`src/rtl/alu_pkg.sv`:
```
// alu_pkg: shared definitions for the execute-stage ALU.
//   - ALU control codes (1..19) as produced by the ALU control decoder
//   - FSM state type and shift-kind type
//   - helpers: is_shift(), is_legal(), shift_kind()
package alu_pkg;

  localparam logic [4:0] ALU_ADD   = 5'd1;
  localparam logic [4:0] ALU_ADDI  = 5'd2;
  localparam logic [4:0] ALU_OR    = 5'd3;
  localparam logic [4:0] ALU_ORI   = 5'd4;
  localparam logic [4:0] ALU_XOR   = 5'd5;
  localparam logic [4:0] ALU_XORI  = 5'd6;
  localparam logic [4:0] ALU_AND   = 5'd7;
  localparam logic [4:0] ALU_ANDI  = 5'd8;
  localparam logic [4:0] ALU_SUB   = 5'd9;
  localparam logic [4:0] ALU_SLT   = 5'd10;
  localparam logic [4:0] ALU_SLTI  = 5'd11;
  localparam logic [4:0] ALU_SLTU  = 5'd12;
  localparam logic [4:0] ALU_SLTIU = 5'd13;
  localparam logic [4:0] ALU_SLLI  = 5'd14;
  localparam logic [4:0] ALU_SRLI  = 5'd15;
  localparam logic [4:0] ALU_SRAI  = 5'd16;
  localparam logic [4:0] ALU_SLL   = 5'd17;
  localparam logic [4:0] ALU_SRL   = 5'd18;
  localparam logic [4:0] ALU_SRA   = 5'd19;

  typedef enum logic {ST_IDLE, ST_SHIFT} state_t;

  typedef enum logic [1:0] {SH_LL, SH_RL, SH_RA} sh_kind_t;

  function automatic logic is_shift(input logic [4:0] code);
    return (code >= ALU_SLLI) && (code <= ALU_SRA);
  endfunction

  function automatic logic is_legal(input logic [4:0] code);
    return (code != 5'd0) && (code <= ALU_SRA);
  endfunction

  function automatic sh_kind_t shift_kind(input logic [4:0] code);
    case (code)
      ALU_SRLI, ALU_SRL: return SH_RL;
      ALU_SRAI, ALU_SRA: return SH_RA;
      default:           return SH_LL;
    endcase
  endfunction

endpackage

```
`src/rtl/alu_shift_iter.sv`:
```
// alu_shift_iter: iterative one-bit-per-cycle shifter.
//   start    - load data_in/shamt/kind (shamt must be non-zero)
//   busy     - shift in progress
//   done     - combinational, high in the final shift cycle
//   data_out - value after this cycle's shift step (final value when done)
// Only built when FAST_SHIFT_EN is undefined; the fast build shifts
// combinationally inside alu_exec_unit.
`ifndef FAST_SHIFT_EN
module alu_shift_iter
  import alu_pkg::*;
#(
  parameter int XLEN    = 32,
  parameter int SHAMT_W = 5
) (
  input  logic               clk,
  input  logic               rst_n,
  input  logic               start,
  input  sh_kind_t           kind,
  input  logic [XLEN-1:0]    data_in,
  input  logic [SHAMT_W-1:0] shamt,
  output logic               busy,
  output logic               done,
  output logic [XLEN-1:0]    data_out
);

  logic [XLEN-1:0]    sh_q, step;
  logic [SHAMT_W-1:0] cnt_q;
  sh_kind_t           kind_q;

  always_comb begin
    step = sh_q;
    case (kind_q)
      SH_LL:   step = {sh_q[XLEN-2:0], 1'b0};
      SH_RL:   step = {1'b0, sh_q[XLEN-1:1]};
      SH_RA:   step = {sh_q[XLEN-1], sh_q[XLEN-1:1]};
      default: step = sh_q;
    endcase
  end

  // The last step is taken combinationally so the owner can load it on the
  // same edge that ends the shift.
  assign done     = busy && (cnt_q == SHAMT_W'(1));
  assign data_out = step;

  always_ff @(posedge clk or negedge rst_n) begin
    if (!rst_n) begin
      sh_q   <= '0;
      cnt_q  <= '0;
      kind_q <= SH_LL;
      busy   <= 1'b0;
    end else if (start) begin
      sh_q   <= data_in;
      cnt_q  <= shamt;
      kind_q <= kind;
      busy   <= 1'b1;
    end else if (busy) begin
      sh_q  <= step;
      cnt_q <= cnt_q - SHAMT_W'(1);
      if (cnt_q == SHAMT_W'(1)) busy <= 1'b0;
    end
  end

endmodule
`endif

```
`src/rtl/alu_exec_unit.sv`:
```
// alu_exec_unit: execute-stage ALU with valid/ready on both sides.
//   in_valid/in_ready/alu_ctrl/op_a/op_b - upstream op
//   out_valid/out_ready/result/zero/illegal - registered result
//   busy - iterative shift in progress
// Build option FAST_SHIFT_EN: barrel shifter, every op single-cycle,
// no SHIFT state, busy tied low. Results are identical in both builds.
module alu_exec_unit
  import alu_pkg::*;
#(
  parameter int XLEN    = 32,
  parameter int SHAMT_W = 5
) (
  input  logic            clk,
  input  logic            rst_n,
  input  logic            in_valid,
  output logic            in_ready,
  input  logic [4:0]      alu_ctrl,
  input  logic [XLEN-1:0] op_a,
  input  logic [XLEN-1:0] op_b,
  output logic            out_valid,
  input  logic            out_ready,
  output logic [XLEN-1:0] result,
  output logic            zero,
  output logic            illegal,
  output logic            busy
);

  logic [SHAMT_W-1:0] shamt;
  logic               accept, load, load_ill, lt_s, lt_u;
  logic [XLEN-1:0]    single_val, load_val;

  assign shamt  = op_b[SHAMT_W-1:0];
  assign accept = in_valid && in_ready;
  assign lt_s   = $signed(op_a) < $signed(op_b);
  assign lt_u   = op_a < op_b;

  // Single-cycle result; illegal codes fall through to zero.
  always_comb begin
    single_val = '0;
    case (alu_ctrl)
      ALU_ADD,  ALU_ADDI:  single_val = op_a + op_b;
      ALU_SUB:             single_val = op_a - op_b;
      ALU_OR,   ALU_ORI:   single_val = op_a | op_b;
      ALU_XOR,  ALU_XORI:  single_val = op_a ^ op_b;
      ALU_AND,  ALU_ANDI:  single_val = op_a & op_b;
      ALU_SLT,  ALU_SLTI:  single_val = {{(XLEN-1){1'b0}}, lt_s};
      ALU_SLTU, ALU_SLTIU: single_val = {{(XLEN-1){1'b0}}, lt_u};
`ifdef FAST_SHIFT_EN
      ALU_SLLI, ALU_SLL:   single_val = op_a << shamt;
      ALU_SRLI, ALU_SRL:   single_val = op_a >> shamt;
      ALU_SRAI, ALU_SRA:   single_val = $signed(op_a) >>> shamt;
`else
      // Only shamt == 0 reaches the single-cycle path here.
      ALU_SLLI, ALU_SLL, ALU_SRLI, ALU_SRL,
      ALU_SRAI, ALU_SRA:   single_val = op_a;
`endif
      default:             single_val = '0;
    endcase
  end

`ifdef FAST_SHIFT_EN
  assign in_ready = !out_valid || out_ready;
  assign busy     = 1'b0;

  always_comb begin
    load     = accept;
    load_val = single_val;
    load_ill = !is_legal(alu_ctrl);
  end
`else
  state_t          state_q, state_d;
  logic            sh_start, sh_done;
  logic [XLEN-1:0] sh_out;

  assign in_ready = (state_q == ST_IDLE) && (!out_valid || out_ready);

  always_ff @(posedge clk or negedge rst_n) begin
    if (!rst_n) state_q <= ST_IDLE;
    else        state_q <= state_d;
  end

  always_comb begin
    state_d  = state_q;
    sh_start = 1'b0;
    load     = 1'b0;
    load_val = single_val;
    load_ill = !is_legal(alu_ctrl);
    case (state_q)
      ST_IDLE: begin
        if (accept) begin
          if (is_shift(alu_ctrl) && (shamt != '0)) begin
            sh_start = 1'b1;
            state_d  = ST_SHIFT;
          end else begin
            load = 1'b1;
          end
        end
      end
      ST_SHIFT: begin
        // alu_ctrl no longer belongs to this op; a shift is always legal.
        load_ill = 1'b0;
        load_val = sh_out;
        if (sh_done) begin
          load    = 1'b1;
          state_d = ST_IDLE;
        end
      end
      default: state_d = ST_IDLE;
    endcase
  end

  alu_shift_iter #(.XLEN(XLEN), .SHAMT_W(SHAMT_W)) u_shift (
    .clk      (clk),
    .rst_n    (rst_n),
    .start    (sh_start),
    .kind     (shift_kind(alu_ctrl)),
    .data_in  (op_a),
    .shamt    (shamt),
    .busy     (busy),
    .done     (sh_done),
    .data_out (sh_out)
  );
`endif

  // Output register: a new result may load in the same cycle the previous
  // one drains, otherwise out_valid drops after the handshake.
  always_ff @(posedge clk or negedge rst_n) begin
    if (!rst_n) begin
      result    <= '0;
      zero      <= 1'b0;
      illegal   <= 1'b0;
      out_valid <= 1'b0;
    end else if (load) begin
      result    <= load_val;
      zero      <= (load_val == '0);
      illegal   <= load_ill;
      out_valid <= 1'b1;
    end else if (out_ready) begin
      out_valid <= 1'b0;
    end
  end

endmodule
```
`config.mk`:
```
export PLATFORM = sky130hd
export DESIGN_NAME = alu_exec_unit
export DESIGN_NICKNAME = d
export VERILOG_FILES = /design/src/rtl/alu_pkg.sv /design/src/rtl/alu_shift_iter.sv /design/src/rtl/alu_exec_unit.sv
export SDC_FILE = /design/constraint.sdc
export NUM_CORES = 1
export LEC_CHECK = 0
export ABC_AREA = 1
export CORE_AREA = 3 3 146 148
export DETAILED_ROUTE_END_ITERATION = 10
export DIE_AREA = 0 0 149 151
export PLACE_DENSITY = 0.81
export SYNTH_ARGS = -nofsm -noshare
export SYNTH_HDL_FRONTEND = slang
export SYNTH_SLANG_ARGS = --single-unit
```
`constraint.sdc`:
```
create_clock -name clk -period 2.4 [get_ports clk]
set_clock_uncertainty 0.2 [all_clocks]
set_input_delay 0.48 -clock clk [delete_from_list [all_inputs] [get_ports clk]]
set_output_delay 0.48 -clock clk [all_outputs]
set_load 0.02 [all_outputs]
```
==> metrics.md, run 1 <==
| Metric | Value |
|---|---|
| Most frequent cell after synthesis | `nand2_1` |
| Clk sinks | `76` |
| Asr flop ratio synth | `100%` |
| Htree depth | `3` |
| Grt total ovfl | `between 200 and 300` |
| Stop stage | `global routing` |
| Syn Area/Cell | `~5.8 um^2` |
| Clock Tree Buf Depth | `2` |
| #FFs+latches synth | `between 70 and 80` |
| Port bufs | `about 110` |
| Clock Tree Root | `clkbuf_16` |
| Die Wd | `between 100 and 150 um` |
| Final HPWL DP | `41.6 mm` |
| Top cells by area, synth | `nand2_1 (20%), dfrtp_1 (17%), ha_1 (13%)` |
| Cell area after synthesis | `between 0.01 and 0.015 mm^2` |
| First-pass GRT wire length | `roughly 140 mm` |
| Die Y | `approximately 150 um` |
| Distinct cells, synth | `42` |
| Synthesized Nets | `~2100` |
| Vias in the first global route | `23400` |
| EDFF count, synth | `0` |
| Final RePlAce weighted congestion | `roughly 1.1` |
| Commonest cells post-synth | `nand2_1 (577), inv_1 (323), nor2_1 (191)` |
| Sequential fraction of the synthesis area | `between 10% and 20%` |
| GRT Overall Usage | `just over 80%` |
| Largest net degree at the start of global routing | `45` |
| Num CTS Buffers | `9` |
| Yosys top cell area share | `19.6%` |
| Number of top-level pins | `110` |
| Synth Instances | `between 1500 and 2000` |
| Post-synth top area cell | `nand2_1` |
| Stop err | `[ERROR GRT-0116] Global routing finished with congestion. Check the congestion regions in the DRC Viewer.` |
| Status | `stopped before the end` |
| Initial core utilization | `~55%` |
| Setup WS pre-CTS | `-1.41 ns` |
| Syn. warnings | `0` |
| FP Rows | `52` |
| Top_reg_cell synth | `dfrtp_1` |
routing by layer:
metal	overflow	GRT usage [%]
met2	159	97.4
met4	94	85.5
met1	3	79.0
met5	0	35.9
met3	5	67.7
through the flow:
step           instance area (um^2)  cells  util [%]
2_1_floorplan                 11100   1897         -
3_3_place_gp                  15600   2644      77.4
3_5_place_dp                  15600   2644      77.4
4_1_cts                       19500   2775      96.6
logic make-up after synthesis:
family / Yosys count / synth area share, %
buf+inv: 410 / 15.1
mux: 1 / 0.0906
fa+ha+maj: 117 / 13.4
simple gates: 1022 / 38.7
xor+xnor: 2 / 0.159
flops: 76 / 17.2
compound gates: 269 / 15.4
what timing repair did:
item | CTS
buffers inserted | 119
hold endpoints to repair | 35
resized for setup | 1071
hold buffers | 1
endpoints found under the setup margin | 41
pin swaps | 319
==> run 2: changes to the inputs <==
--- a/config.mk
+++ b/config.mk
@@ -6,10 +6,10 @@
 export NUM_CORES = 1
 export LEC_CHECK = 0
 export ABC_AREA = 1
-export CORE_AREA = 3 3 146 148
+export CORE_AREA = 3 3 171 173
 export DETAILED_ROUTE_END_ITERATION = 10
-export DIE_AREA = 0 0 149 151
-export PLACE_DENSITY = 0.81
+export DIE_AREA = 0 0 174 176
+export PLACE_DENSITY_LB_ADDON = 0.15
 export SYNTH_ARGS = -nofsm -noshare
 export SYNTH_HDL_FRONTEND = slang
 export SYNTH_SLANG_ARGS = --single-unit
==> run 2 against run 1 <==
Effect of this change: the flow now finishes, with violations (negative setup slack); synthesized area is the same; synthesized cell count is the same.
==> metrics.md, run 2 <==
| Metric | Value |
|---|---|
| Failing checks | `negative setup slack` |
| P per Cell Area | `between 500 and 600 mW/mm^2` |
| #FFs+latches synth | `between 70 and 80` |
| Clk slew on worst S/H paths | `roughly 0.060 ns` |
| Switch share | `between 40 and 50%` |
| RSZ-0062 raised after global routing | `yes` |
| ANT nets after route | `0` |
| Synthesized Nets | `about 2100` |
| Vias in the first global route | `15100` |
| First-pass GRT wire length | `about 83 mm` |
| Final worst-path setup slack | `-0.416 ns` |
| Main combinational cell family by area after synthesis | `simple AND/OR/NAND/NOR gates` |
| Clock Tree Root | `clkbuf_16` |
| Commonest non-fill, non-tap cells in the layout | `buf_4 (480), nand2_1 (385), inv_1 (217)` |
| Tot Pwr | `~12 mW` |
| Multiplexer area fraction after synthesis | `less than 1%` |
| Crit end category | `flip-flop` |
| Max_cap viols | `0` |
| Die Wd | `174 um` |
| Crit path DAT | `about 2.9 ns` |
| DR iter-0 viols | `1323` |
| Measured slew at the worst slew-check pin | `about 0.53 ns` |
| Crit Path Category | `in2reg` |
| Cell area after synthesis | `between 0.01 and 0.015 mm^2` |
| Hold Vio Cnt, Final | `0` |
| Syn. warnings | `0` |
| Clock network fraction of design power | `between 10% and 20%` |
| Slew HR | `around two thirds` |
| DR WL/cell | `19.0 um` |
| Comb pwr share | `70.1%` |
| Final Max Tran Viols | `0` |
| Peak VDD IR | `between 0.001 and 0.0015 V` |
| Initial core utilization | `about two fifths` |
| Final RePlAce weighted congestion | `1.03` |
| Xor and xnor area share after synthesis | `less than 1%` |
| Drt drc | `0` |
| CP Max Fanout | `4` |
| Via count | `about 15000` |
| Full die area | `between 0.03 and 0.04 mm^2` |
| Core Area | `~0.028 mm^2` |
| Top cells by area, synth | `nand2_1 (20%), dfrtp_1 (17%), ha_1 (13%)` |
| Die Y | `176 um` |
| Number of top-level pins | `110` |
| Initial antenna violation count | `0` |
| Biggest regs | `result: 32 flops, u_shift.sh_q: 32 flops, u_shift.cnt_q: 5 flops` |
| Synth Instances | `1897` |
| Fin crit share | `117%` |
| Distinct cells, synth | `42` |
| P_int | `between 6 and 7 mW` |
| Pre-antenna DRT Iters | `5` |
| GRT Overall Usage | `approximately 34%` |
| Status | `complete, but fails checks` |
| Antenna Cells | `0` |
| Total wire length | `roughly 55 mm` |
| Power share of the sequential group | `between 10% and 20%` |
| Final setup viols | `23` |
| Syn Area/Cell | `slightly below 6 um^2` |
| Clk sinks | `76` |
| Clock Tree Buf Depth | `2` |
| P&R area growth vs syn | `79.7%` |
| Commonest non-fill, non-tap cell in the layout | `buf_4` |
| Worst Setup Start Kind | `primary input` |
| Sequential fraction of the synthesis area | `17.2%` |
| Num CTS Buffers | `9` |
| Top_reg_cell synth | `dfrtp_1` |
| Share of cells above drive strength 1 | `49.0%` |
| Synth Area in Simple Gates | `38.7%` |
| Synth Area in Compound Gates | `15.4%` |
| Dpl cell area | `0.0158 mm^2` |
| Post-synth top area cell | `nand2_1` |
| Fillers | `between 2000 and 2500` |
| Port bufs | `109` |
| Minimum clock period | `2.82 ns` |
| Htree depth | `3` |
| Sw power | `approximately 5.6 mW` |
| Final Cell Area | `0.0199 mm^2` |
| Final HPWL DP | `approximately 43 mm` |
| Largest net degree at the start of global routing | `77` |
| Max Fclk | `between 300 and 400 MHz` |
| Pleak | `10.2 nW` |
| Setup WS pre-CTS | `-1.50 ns` |
| Worst skew pair latency | `around 0.34 ns` |
| Grt total ovfl | `0` |
| Asr flop ratio synth | `100%` |
| Most frequent cell after synthesis | `nand2_1` |
| Hold crit path type | `reg2reg` |
| # nets final | `2703` |
| Via density | `around 5.3` |
| EDFF count, synth | `0` |
| Commonest cells post-synth | `nand2_1 (577), inv_1 (323), nor2_1 (191)` |
| CTS tree | `built` |
| FP Rows | `roughly 60` |
| Yosys top cell area share | `approximately a fifth` |
| Adder-Cell Fraction of Synth Area | `13.4%` |
| Critical path required time | `roughly 2.5 ns` |
## run 2: stage by stage
stage          setup TNS, ns  util, %  hold slack, ns  cells
6_report               -2.83     71.5           0.289   2896
5_1_grt                -5.39     71.5           0.321   2896
4_1_cts                -2.58     68.5           0.296   2883
3_5_place_dp          -49.25     56.8           0.281   2763
3_3_place_gp          -46.95     56.8           0.273   2763
2_1_floorplan         -0.171        -         -0.0156   1897
## run 2: area by class of cell
type,instances,area [um^2],area share (%)
inverter,332,1290,6.50
clock buffer,10,229,1.15
multi-input combinational,1411,10200,51.2
timing repair buffer,683,5740,28.9
tap,378,473,2.38
clock inverter,6,63.8,0.321
sequential,76,1900,9.58
## run 2: power by group through the flow
stage	Combinational, mW	Clock (mW)	Sequential (mW)
final	8.29	1.36	2.18
after global routing	8.93	1.43	2.23
after CTS	7.65	1.39	2.17
after detailed placement	6.60	0	2.19
after global placement	6.56	0	2.17
after floorplan	3.25	0	2.48
## run 2: cells by family after synthesis
family,Yosys count
adder cells (fa/ha/maj),117
XOR/XNOR,2
AND/OR/NAND/NOR,1022
flip-flops,76
AO/OA/AOI/OAI,269
buffers and inverters,410
multiplexers,1
## run 2: what timing repair did
action	4_1_cts	5_1_grt
gates cloned	0	1
setup endpoints to repair	74	33
gates resized for setup	889	210
hold endpoints to repair	76	0
hold buffers	1	0
setup buffers	109	18
pin swaps	214	95
## run 2: path summary, 6_finish.rpt
path / from / endpoint / slack [ns] / cells after the start
max in group asynchronous: rst_n / result[1] / 1.15 / 3
setup / recovery: op_b[0] / zero / -0.42 / 23
hold / removal: illegal / illegal / 0.29 / 2
min in group asynchronous: rst_n / result[18] / 0.50 / 3
hold reg to reg: illegal / illegal / 0.29 / 2
setup reg to reg: u_shift.kind_q[1] / zero / -0.04 / 16
## run 2: metal layers
metal / track usage (%) / wire length [um]
met5: 0 / 0
met4: 18.1 / 3610
met3: 3.57 / 2940
met2: 57.1 / 25300
met1: 44.5 / 23300
## run 2: worst max-delay path: stages
cell,delay (ns)
buf_8,0.10
buf_6,0.11
ha_4,0.15
fa_2,0.39
inv_4,0.11
nand2_4,0.06
nand2_4,0.08
nand2_4,0.06
nand2_4,0.10
nand2_2,0.07
nand2_2,0.09
nand2_1,0.06
nand3_1,0.07
nand3_2,0.14
nand2_2,0.10
nand2_1,0.05
nor2_1,0.11
nand2_1,0.11
nor2_2,0.10
nand3_2,0.11
nor2_1,0.11
nand2_1,0.05
nand2_1,0.06
(Power assumes the default switching activity.)
==> run 3: changes to the inputs <==
--- a/config.mk
+++ b/config.mk
@@ -9,6 +9,7 @@
 export CORE_AREA = 3 3 171 173
 export DETAILED_ROUTE_END_ITERATION = 10
 export DIE_AREA = 0 0 174 176
+export MAX_ROUTING_LAYER = met4
 export PLACE_DENSITY_LB_ADDON = 0.15
 export SYNTH_ARGS = -nofsm -noshare
 export SYNTH_HDL_FRONTEND = slang
==> run 3 against run 2 <==
Effect of this change: the run still ends with negative setup slack left; setup slack improved by 0.015 ns; register-to-register slack improved by 0.08 ns; design area decreased by 1.2%; critical path depth decreased by 3; combinational power decreased by 2.9%; hold slack got worse by 0.0063 ns; highest routed layer unchanged.
==> metrics.md, run 3 (same netlist as run 2, synthesis figures left out) <==
| Metric | Value |
|---|---|
| Initial antenna violation count | `0` |
| Final Util | `between 70 and 80%` |
| Sw power | `~5.4 mW` |
| Die Wd | `174 um` |
| GRT Overall Usage | `a little over a third` |
| Final RePlAce weighted congestion | `1.03` |
| Max_cap viols | `0` |
| Wire length on met1 | `between 20 and 25 mm` |
| Final setup viols | `20` |
| First-pass GRT wire length | `82.2 mm` |
| Clock network fraction of design power | `about 12%` |
| Worst skew pair latency | `approximately 0.34 ns` |
| Total wire length | `53.9 mm` |
| Measured slew at the worst slew-check pin | `~0.45 ns` |
| Core Area | `0.0278 mm^2` |
| Critical path required time | `2.48 ns` |
| Fin crit share | `117%` |
| Max Fclk | `roughly 360 MHz` |
| RSZ-0062 raised after global routing | `yes` |
| Clk slew on worst S/H paths | `approximately 0.060 ns` |
| Slew HR | `70.0%` |
| DR top layer | `met4` |
| DR iter-0 viols | `around 1100` |
| # nets final | `between 2000 and 3000` |
| Dpl cell area | `0.0158 mm^2` |
| Initial core utilization | `between 30% and 40%` |
| Status | `complete, but fails checks` |
| Crit path DAT | `around 2.9 ns` |
| Commonest non-fill, non-tap cells in the layout | `buf_4 (485), nand2_1 (385), inv_1 (217)` |
| Power share of the sequential group | `18.8%` |
| Clock Tree Root | `clkbuf_16` |
| Failing checks | `negative setup slack` |
| Commonest non-fill, non-tap cell in the layout | `buf_4` |
| Pre-antenna DRT Iters | `6` |
| Num CTS Buffers | `9` |
| Share of cells above drive strength 1 | `between 40% and 50%` |
| Vias in the first global route | `around 15000` |
| Number of top-level pins | `110` |
| Critical-path cell list | `buf_8 -> buf_6 -> ha_4 -> fa_2 -> inv_2 -> buf_6 -> nand2_4 -> nand2_4 -> nand2_1 -> nand3_1 -> nand4_1 -> a21oi_2 -> nand2_1 -> nor2_2 -> nand3_2 -> nor2_4 -> nand3_4 -> nor2_1 -> nand2_1 -> nand2_1` |
| Hold crit path type | `reg2reg` |
| P per Cell Area | `around 600 mW/mm^2` |
| Critical path's largest stage delay | `0.35 ns` |
| Clk sinks | `76` |
| Hold_ws | `about 0.28 ns` |
| Die Y | `roughly 180 um` |
| P_int | `just over 6 mW` |
| Met3 WL | `2.83 mm` |
| Final Cell Area | `between 0.015 and 0.02 mm^2` |
| Pleak | `9.98 nW` |
| Htree depth | `3` |
| Full die area | `0.0306 mm^2` |
| Port bufs | `~110` |
| Crit end category | `flip-flop` |
| Worst Setup Start Kind | `primary input` |
| Via count | `about 15000` |
| Clock Tree Buf Depth | `2` |
| Peak VDD IR | `0.000822 V` |
| Hold Vio Cnt, Final | `0` |
| Biggest regs | `result: 32 flops, u_shift.sh_q: 32 flops, u_shift.cnt_q: 5 flops` |
| CTS tree | `built` |
| Final Max Tran Viols | `0` |
| FP Rows | `slightly above 60` |
| DR WL/cell | `approximately 19 um` |
| Grt total ovfl | `0` |
| Largest net degree at the start of global routing | `70` |
| Via density | `approximately 5.3` |
| Minimum clock period | `about 2.8 ns` |
| CP bufs+invs | `4` |
| Crit Path Category | `in2reg` |
| CP Max Fanout | `2` |
| Drt drc | `0` |
| Comb pwr share | `approximately 69%` |
| Final HPWL DP | `approximately 42 mm` |
| Final worst-path setup slack | `-0.401 ns` |
| Top delay family on crit path | `simple AND/OR/NAND/NOR gates` |
| Metal2 WL | `25.3 mm` |
| P&R area growth vs syn | `77.4%` |
| Antenna Cells | `0` |
| ANT nets after route | `0` |
| Most frequent CP cell | `nand2_1` |
| Switch share | `between 40% and 50%` |
| CP max-delay cell | `fa_2` |
[run 3: cell types whose count changed in the layout (fill, tap and decap cells not counted), moves of 5 or more]
| cell | change |
|---|---|
| buf_4 | +5 |
| nor2_2 | +6 |
| nand3_1 | -11 |
| o21ai_0 | +5 |
| nand3_2 | +10 |
| nand2_2 | +16 |
| buf_6 | -18 |
| nand2_4 | -19 |
| ha_1 | -6 |
| a21oi_2 | -8 |
| ha_2 | +8 |
[run 3: path summary, 6_finish.rpt]
check,from,to,slack (ns),cells after the start
worst max-delay path,op_b[0],zero,-0.40,20
worst min-delay path,zero,zero,0.28,2
worst max register to register,u_shift.kind_q[1],zero,0.04,14
worst min register to register,zero,zero,0.28,2
max in group asynchronous,rst_n,u_shift.kind_q[1],1.08,3
min in group asynchronous,rst_n,u_shift.sh_q[20],0.31,2
[run 3: timing repair]
| item | CTS | global route |
|---|---|---|
| setup endpoints to repair | 70 | 29 |
| gates resized for setup | 834 | 222 |
| hold endpoints to repair | 7 | 0 |
| pin swaps | 187 | 127 |
| buffers inserted | 78 | 27 |
| hold buffers | 1 | 0 |
[run 3: per-stage QoR]
stage	power, mW	TNS (ns)	setup slack (ns)	instances
2_1_floorplan	5.73	-0.171	-0.151	1897
5_1_grt	12.5	-5.04	-0.505	2880
6_report	11.7	-2.83	-0.401	2880
4_1_cts	11.1	-3.02	-0.429	2856
3_3_place_gp	8.70	-45.47	-1.52	2763
3_5_place_dp	8.76	-47.61	-1.44	2763
[run 3: routing by layer]
layer / global-route usage, % / vias up
met4: 15.9 / 0
met1: 43.8 / 7229
met5: - / -
li1: - / 7313
met3: 3.53 / 130
met2: 57.2 / 519
[run 3: final cells by class]
type / count / area [um^2]
sequential: 76 / 1900
fill: 2368 / 8180
tap: 378 / 473
clock buffer: 9 / 225
clock inverter: 5 / 78.8
timing repair buffer: 669 / 5570
multi-input combinational: 1411 / 10100
inverter: 332 / 1280
[run 3: power by group through the flow]
stage	clock network, mW	logic (mW)	registers, mW
floorplan	0	3.25	2.48
global placement	0	6.51	2.19
detailed placement	0	6.57	2.19
CTS	1.45	7.50	2.18
global route	1.50	8.70	2.26
finish	1.43	8.05	2.19
[run 3: worst reg2reg max path: cells and delay by family (launching register included)]
| family | cells | cell delay, ns |
|---|---|---|
| simple gates | 8 | 0.71 |
| flops | 1 | 0.38 |
| compound gates | 3 | 0.47 |
| buf+inv | 3 | 0.54 |
